**config.mk**
```make
export PLATFORM = sky130hd
export DESIGN_NAME = sample_frame_bank
export DESIGN_NICKNAME = d
export VERILOG_FILES = /design/src/rtl/sample_frame_bank.sv
export SDC_FILE = /design/constraint.sdc
export NUM_CORES = 2
export LEC_CHECK = 0
export BUFFER_PORTS_ARGS = -buffer_cell sky130_fd_sc_hd__buf_4
export CAP_MARGIN = 10
export CELL_PAD_IN_SITES_DETAIL_PLACEMENT = 0
export CELL_PAD_IN_SITES_GLOBAL_PLACEMENT = 1
export CORE_UTILIZATION = 51
export CTS_CLUSTER_DIAMETER = 200
export DETAILED_ROUTE_END_ITERATION = 6
export PLACE_DENSITY = 0.94
export SLEW_MARGIN = 15
export SYNTH_ARGS = -nofsm -noshare
export SYNTH_HDL_FRONTEND = slang
export SYNTH_SLANG_ARGS = --single-unit
```
**constraint.sdc**
```tcl
create_clock -name clk -period 91.6 [get_ports clk]
set_input_delay 18.32 -clock clk [delete_from_list [all_inputs] [get_ports clk]]
set_output_delay 18.32 -clock clk [all_outputs]
set_load 0.01 [all_outputs]
```
**src/rtl/sample_frame_bank.sv**
```systemverilog
// sample_frame_bank
// Double-buffered per-channel sample bank. Samples are gathered into a shadow
// bank (addressed or auto-incrementing writes). When every channel of the frame
// has been written, the whole shadow bank is copied to the output bank in one
// edge, so downstream consumers only ever see complete, coherent frames.
`timescale 1ns/1ps
module sample_frame_bank #(
    parameter int WIDTH    = 11,
    parameter int CHANNELS = 64,
    parameter int IDX_W    = 6
) (
    input  logic                      clk,
    input  logic                      rst,
    input  logic                      wr_valid,
    output logic                      wr_ready,
    input  logic [IDX_W-1:0]          wr_idx,
    input  logic [WIDTH-1:0]          wr_data,
    input  logic                      auto_inc,
    input  logic                      frame_start,
    input  logic                      err_clr,
    output logic [CHANNELS*WIDTH-1:0] signals,
    output logic [CHANNELS-1:0]       written_mask,
    output logic                      frame_valid,
    output logic                      frame_done,
    output logic                      idx_err
);

    typedef enum logic {
        ST_FILL   = 1'b0,
        ST_COMMIT = 1'b1
    } state_t;

    // Channel count widened by one bit so wr_idx can be range-checked
    // without truncating CHANNELS when it equals 2^IDX_W.
    localparam logic [IDX_W:0]   CH_COUNT = (IDX_W+1)'(CHANNELS);
    localparam logic [IDX_W-1:0] PTR_LAST = IDX_W'(CHANNELS - 1);

    state_t                state_q, state_d;
    logic [CHANNELS-1:0]   mask_q, mask_d, mask_base;
    logic [IDX_W-1:0]      ptr_q, ptr_d, ptr_base;
    logic [IDX_W-1:0]      wr_chan;
    logic                  err_q, err_d;
    logic                  valid_q;
    logic                  done_q;
    logic                  accept;
    logic                  idx_ok;
    logic                  wr_en;
    logic                  commit;

    logic [WIDTH-1:0]      shadow_q  [CHANNELS];
    logic [WIDTH-1:0]      signals_q [CHANNELS];

    // Writes are only taken while filling; held low while reset is asserted.
    assign wr_ready = (state_q == ST_FILL) && !rst;
    assign accept   = wr_valid && wr_ready;

    // Next-state logic: frame_start clears mask/pointer before the same-edge
    // write is applied, so a combined pulse+write starts a fresh frame.
    always_comb begin
        state_d   = state_q;
        mask_d    = mask_q;
        ptr_d     = ptr_q;
        err_d     = err_clr ? 1'b0 : err_q;
        commit    = 1'b0;
        wr_en     = 1'b0;
        mask_base = frame_start ? '0 : mask_q;
        ptr_base  = frame_start ? '0 : ptr_q;
        wr_chan   = auto_inc ? ptr_base : wr_idx;
        idx_ok    = auto_inc || ({1'b0, wr_idx} < CH_COUNT);

        case (state_q)
            ST_FILL: begin
                mask_d = mask_base;
                ptr_d  = ptr_base;
                if (accept) begin
                    if (idx_ok) begin
                        wr_en  = 1'b1;
                        mask_d = mask_base | (CHANNELS'(1) << wr_chan);
                    end else begin
                        // Out-of-range addressed write: dropped, flagged; an
                        // error on the same edge as err_clr takes priority.
                        err_d = 1'b1;
                    end
                    if (auto_inc) begin
                        ptr_d = (ptr_base == PTR_LAST) ? '0 : ptr_base + 1'b1;
                    end
                end
                if (wr_en && (&mask_d)) begin
                    state_d = ST_COMMIT;
                end
            end
            ST_COMMIT: begin
                // frame_start is deliberately ignored here; the commit completes.
                commit  = 1'b1;
                mask_d  = '0;
                ptr_d   = '0;
                state_d = ST_FILL;
            end
            default: begin
                state_d = ST_FILL;
            end
        endcase
    end

    // Control state registers.
    always_ff @(posedge clk or posedge rst) begin
        if (rst) begin
            state_q <= ST_FILL;
            mask_q  <= '0;
            ptr_q   <= '0;
            err_q   <= 1'b0;
            valid_q <= 1'b0;
            done_q  <= 1'b0;
        end else begin
            state_q <= state_d;
            mask_q  <= mask_d;
            ptr_q   <= ptr_d;
            err_q   <= err_d;
            valid_q <= valid_q | commit;
            done_q  <= commit;
        end
    end

    for (genvar gi = 0; gi < CHANNELS; gi++) begin : g_chan
        // Shadow slot: captures the sample addressed to this channel.
        always_ff @(posedge clk or posedge rst) begin
            if (rst) begin
                shadow_q[gi] <= '0;
            end else if (wr_en && (wr_chan == IDX_W'(gi))) begin
                shadow_q[gi] <= wr_data;
            end
        end

        // Output slot: loaded from the shadow only on the commit edge.
        always_ff @(posedge clk or posedge rst) begin
            if (rst) begin
                signals_q[gi] <= '0;
            end else if (commit) begin
                signals_q[gi] <= shadow_q[gi];
            end
        end

        assign signals[gi*WIDTH +: WIDTH] = signals_q[gi];
    end

    assign written_mask = mask_q;
    assign frame_valid  = valid_q;
    assign frame_done   = done_q;
    assign idx_err      = err_q;

endmodule
```
== Yosys cells after proc, flatten, opt, wreduce, memory -nomap -nowiden ==
Index checks and enable logic that the tools add are counted.
Word-level totals
  register bits: 1481
  bits of input ports: 23
  output and inout bits: 772
  word-level logic and storage cells: 288
Operators by class
  add/sub/neg operators: 1
  equality and inequality tests: 64
  shift-type cells: 1
  mux-type cells: 16
  bitwise gates (word level): 3
  reductions and logical operators: 70
Operator list (count)
  $eq A6 B6 Y1 const B: 33
  $mux W64: 3
  $pmux W64 S2: 1
  $eq A6 B5 Y1 const B: 16
  $logic_and A1 B1 Y1: 67
  $or A64 B64 Y64: 1
  $reduce_and A64 Y1: 1
  $shl A1 B6 Y64 const A: 1
  $eq A6 B4 Y1 const B: 8
  $mux W6: 5
  $eq A6 B3 Y1 const B: 4
  $eq A6 B2 Y1 const B: 2
  $pmux W6 S2: 1
  $add A6 B1 Y6 const B: 1
  $eq A6 B1 Y1 const B: 1
  $logic_not A6 Y1: 1
  $mux W1: 5
  $pmux W1 S2: 1
  $logic_not A1 Y1: 1
  $not A1 Y1: 1
  $or A1 B1 Y1: 1

== Depth between registers and ports, before layout ==
  depth in word-level cells: 10
  gate-level depth with buffers: 11
  mapped depth without buffers: 7

== Least setup slack after synthesis ==
OpenSTA, ideal clock, no wires.
  path type: input to output
  start point: in rst
  end point: out wr_ready
  data arrival time: 18.477 ns
  data required time: 73.280 ns
  path slack: 54.803 ns
  stages: 1
  buffers on the path: 0
  path through: nor2_1
On the way
  word-level cells in the longest chain between the ends: 2
Ends and longest elaborated chain
  start: declaration: line 13  | input logic rst,
  $logic_not A1 Y1 (no line)
  $logic_and A1 B1 Y1: line 54  | assign wr_ready = (state_q == ST_FILL) && !rst;
  end: declaration: line 15  | output logic wr_ready,
Every way passes these cells.

== Worst setup path after layout ==
Ends and elaborated chain as after synthesis.

==> results.md <==
* Status: complete, no violations
* Non-filler cells, final at 5,938
* Largest net degree at the start of global routing at roughly 190
* Grt ovf at 0
* Most frequent cells in the layout: 1,480 x dfrtp_1, 1,322 x mux2_2, 871 x buf_4
* Initial antenna violation count at 4
* Vias in the first global route at 34,900
* Yosys top cell by area: dfrtp_1
* Die area at ~110,000 um^2
* CP arrival at 18.67 ns
* Root buf cell: clkbuf_16
* # Max-Cap Violations at 0
* Worst path slowest cell: buf_4
* Final worst-path cycle share at 40.4%
* Setup repair bufs after CTS at 0
* Final #Nets at ~4,400
* H-tree levels at 4
* Dpl ws at approximately 55 ns
* Most common cell after layout, fill and taps aside: dfrtp_1
* Post-CTS Hold Buffers at 0
* Post-synth EDFFs at 0
* Final Hold Viols at 0
* # rows at about 120
* Clock latency of the later-clocked register in the worst-skew pair at 0.75 ns
* Vias/cell at around 5.6
* Initial core utilization at roughly 50%
* Synth Flop Type: dfrtp_1
* Cts repair resizes at 0
* Utilization after layout at between 60% and 70%
* Setup TNS at 0 ns
* VDD IR max at between 15 and 20 uV
* Synth Register Bits at 1,481
* P_int at ~1.1 mW
* Sw Pwr at roughly 0.30 mW
* P_leak at 36.2 nW
* Crit-path cells: buf_4 > nor2_1 > buf_4
* Asr flop ratio synth at 100%
* PD cells at roughly 20 nW/um^2
* Pwr Total at roughly 1.4 mW
* Layout cells sized above 1 at 55.3%
* Post-synth cell types at between 60 and 70
* Max_slew headroom at between 10% and 20%
* Initial DRT Pass Iterations at 5
* CORE AREA at ~110,000 um^2
* Crit path buf inv count at 2
* Via count at around 33,000
* Synth area leaders: dfrtp_1 66%, mux2_2 27%, clkbuf_1 1.4%, nand2_1 1.4%, mux2_1 0.62%
* Startpoint Class: input port
* DRT iter0 DRCs at about 2,300
* Combinational share of power at between 3 and 4%
* Critical Path Sink Type: primary output
* Drt wl/cell at around 27 um
* Hpwl dp at ~100,000 um
* RSZ-0062 raised after global routing: no
* Num CTS Buffers at between 150 and 200
* Tot GR Track Use at 28.9%
* CP Max Fanout at 4
* Detail Route Antenna Nets at 0
* Crit path kind: input port to primary output
* Seq/Total Area, Yosys at approximately two thirds
* Setup-failing EPs final at 0
* Worst setup margin at roughly 55 ns
* Fin crit period at between 30 and 40 ns
* Mapped Area at ~56,000 um^2
* Clock Sinks at ~1,500
* Ports at 795
* Share of power burned in registers at between 50% and 60%
* Area growth from synthesis to layout at 22.9%
* First-pass GRT wire length at 235,000 um
* GPL Wtd Cong at 0.885
* Slew Limit Fails at 0
* CP peak stage delay at around 0.14 ns
* Clock-pin transition on the worst setup and hold timing paths at 0.06 ns
* Skew final at ~0.025 ns
* Cell mode on critical path: buf_4
* Syn avg cell area at approximately 15 um^2
* Share of the synthesized area in the top cell type at roughly two thirds
* Cells after DPL at 5,656
* Switching fraction of total power at a little over a fifth
* Worst slew pin tran at between 1 and 1.5 ns
* Clock Power Share at between 40% and 50%
* CP Data Required Time at about 73 ns
* Synth Instances at approximately 3,600
* Crit-path leading delay family: buffers and inverters
* Clock buffer depth at 3
* Die H at roughly 330 um
* Fmax at approximately 0.027 GHz
* Hold WC Path Type: flip-flop to flip-flop
* Input/output buffers at 792
* Routed wire length at approximately 160,000 um
* Die W at between 300 and 400 um
* # DRC at 0
* Yosys warns at 0
* Synthesized Nets at ~3,600
* CTS tree: yes
flip-flops by register name (all words and copies together), names as in the netlist:
register	cells
signals	704
state_q	1
ptr_q	6
written_mask	64
frame_done	1
frame_valid	1
shadow_q	704
per-layer routing:
metal  track usage, %  part of all wire [%]  wire length [um]
met2             45.6                    47             75900
met5                0                     0                 0
met1             35.8                    39             62700
met4             14.9                   5.5              8900
met3             9.36                   8.1             13100
power groups by stage:
stage,Clock [mW],Combinational [mW],Sequential [mW]
5_1_grt,0.667,0.0515,0.683
4_1_cts,0.640,0.0476,0.681
3_5_place_dp,0,0.0473,0.693
3_3_place_gp,0,0.0459,0.691
6_report,0.631,0.0468,0.681
2_1_floorplan,0,0.0317,0.692
tightest hold or removal path, cell delays in order, from the launching register on:
cell and delay [ns]:
dfrtp_1 0.34, nand2_1 0.05, nand2_1 0.05
cells in the mapped netlist, types with 11 or more instances:
library cell and n:
a21oi_1 69, inv_1 11, buf_1 23, mux2_1 31, buf_2 18, o22ai_1 15
mux2_2 1322, nor3_1 36, clkbuf_1 212, nand2_1 204, dfrtp_1 1481, nor2_1 71
path summary, 6_finish.rpt:
path,endpoint,cells past startpoint,startpoint,slack [ns]
min reg2reg,shadow_q[199],2,shadow_q[199],0.46
min in group asynchronous,signals[103],2,rst,17.79
max,wr_ready,3,rst,54.61
min,shadow_q[199],2,shadow_q[199],0.46
max reg2reg,state_q,7,state_q,87.26
max in group asynchronous,shadow_q[331],5,rst,70.53
final cells by class:
class	count	area, um^2
clock inverters	48	571
multi-input cells	1874	18100
diodes	5	12.5
fillers	7760	40000
inverters	11	50.0
flip-flops and latches	1481	37100
repair buffers	877	6670
clock buffers	228	4600
well taps	1414	1770
per-stage QoR:
step           hold WS (ns)  instance area, um^2
6_report              0.463                68800
5_1_grt               0.487                68800
4_1_cts               0.463                68800
3_5_place_dp          0.450                63600
3_3_place_gp          0.448                63600
2_1_floorplan         0.404                56000
logic make-up after synthesis:
group	count (synthesis)	share of synthesized area, %
AOI/OAI and AO/OA	129	1.48
other	1	0.00670
adders and majority gates	1	0.0223
and+or+nand+nor	388	3.17
DFF	1481	66.2
muxes	1353	27.2
xor gates and xnor gates	2	0.0313
buffers and inverters	269	1.88
(Power assumes the default switching activity.)
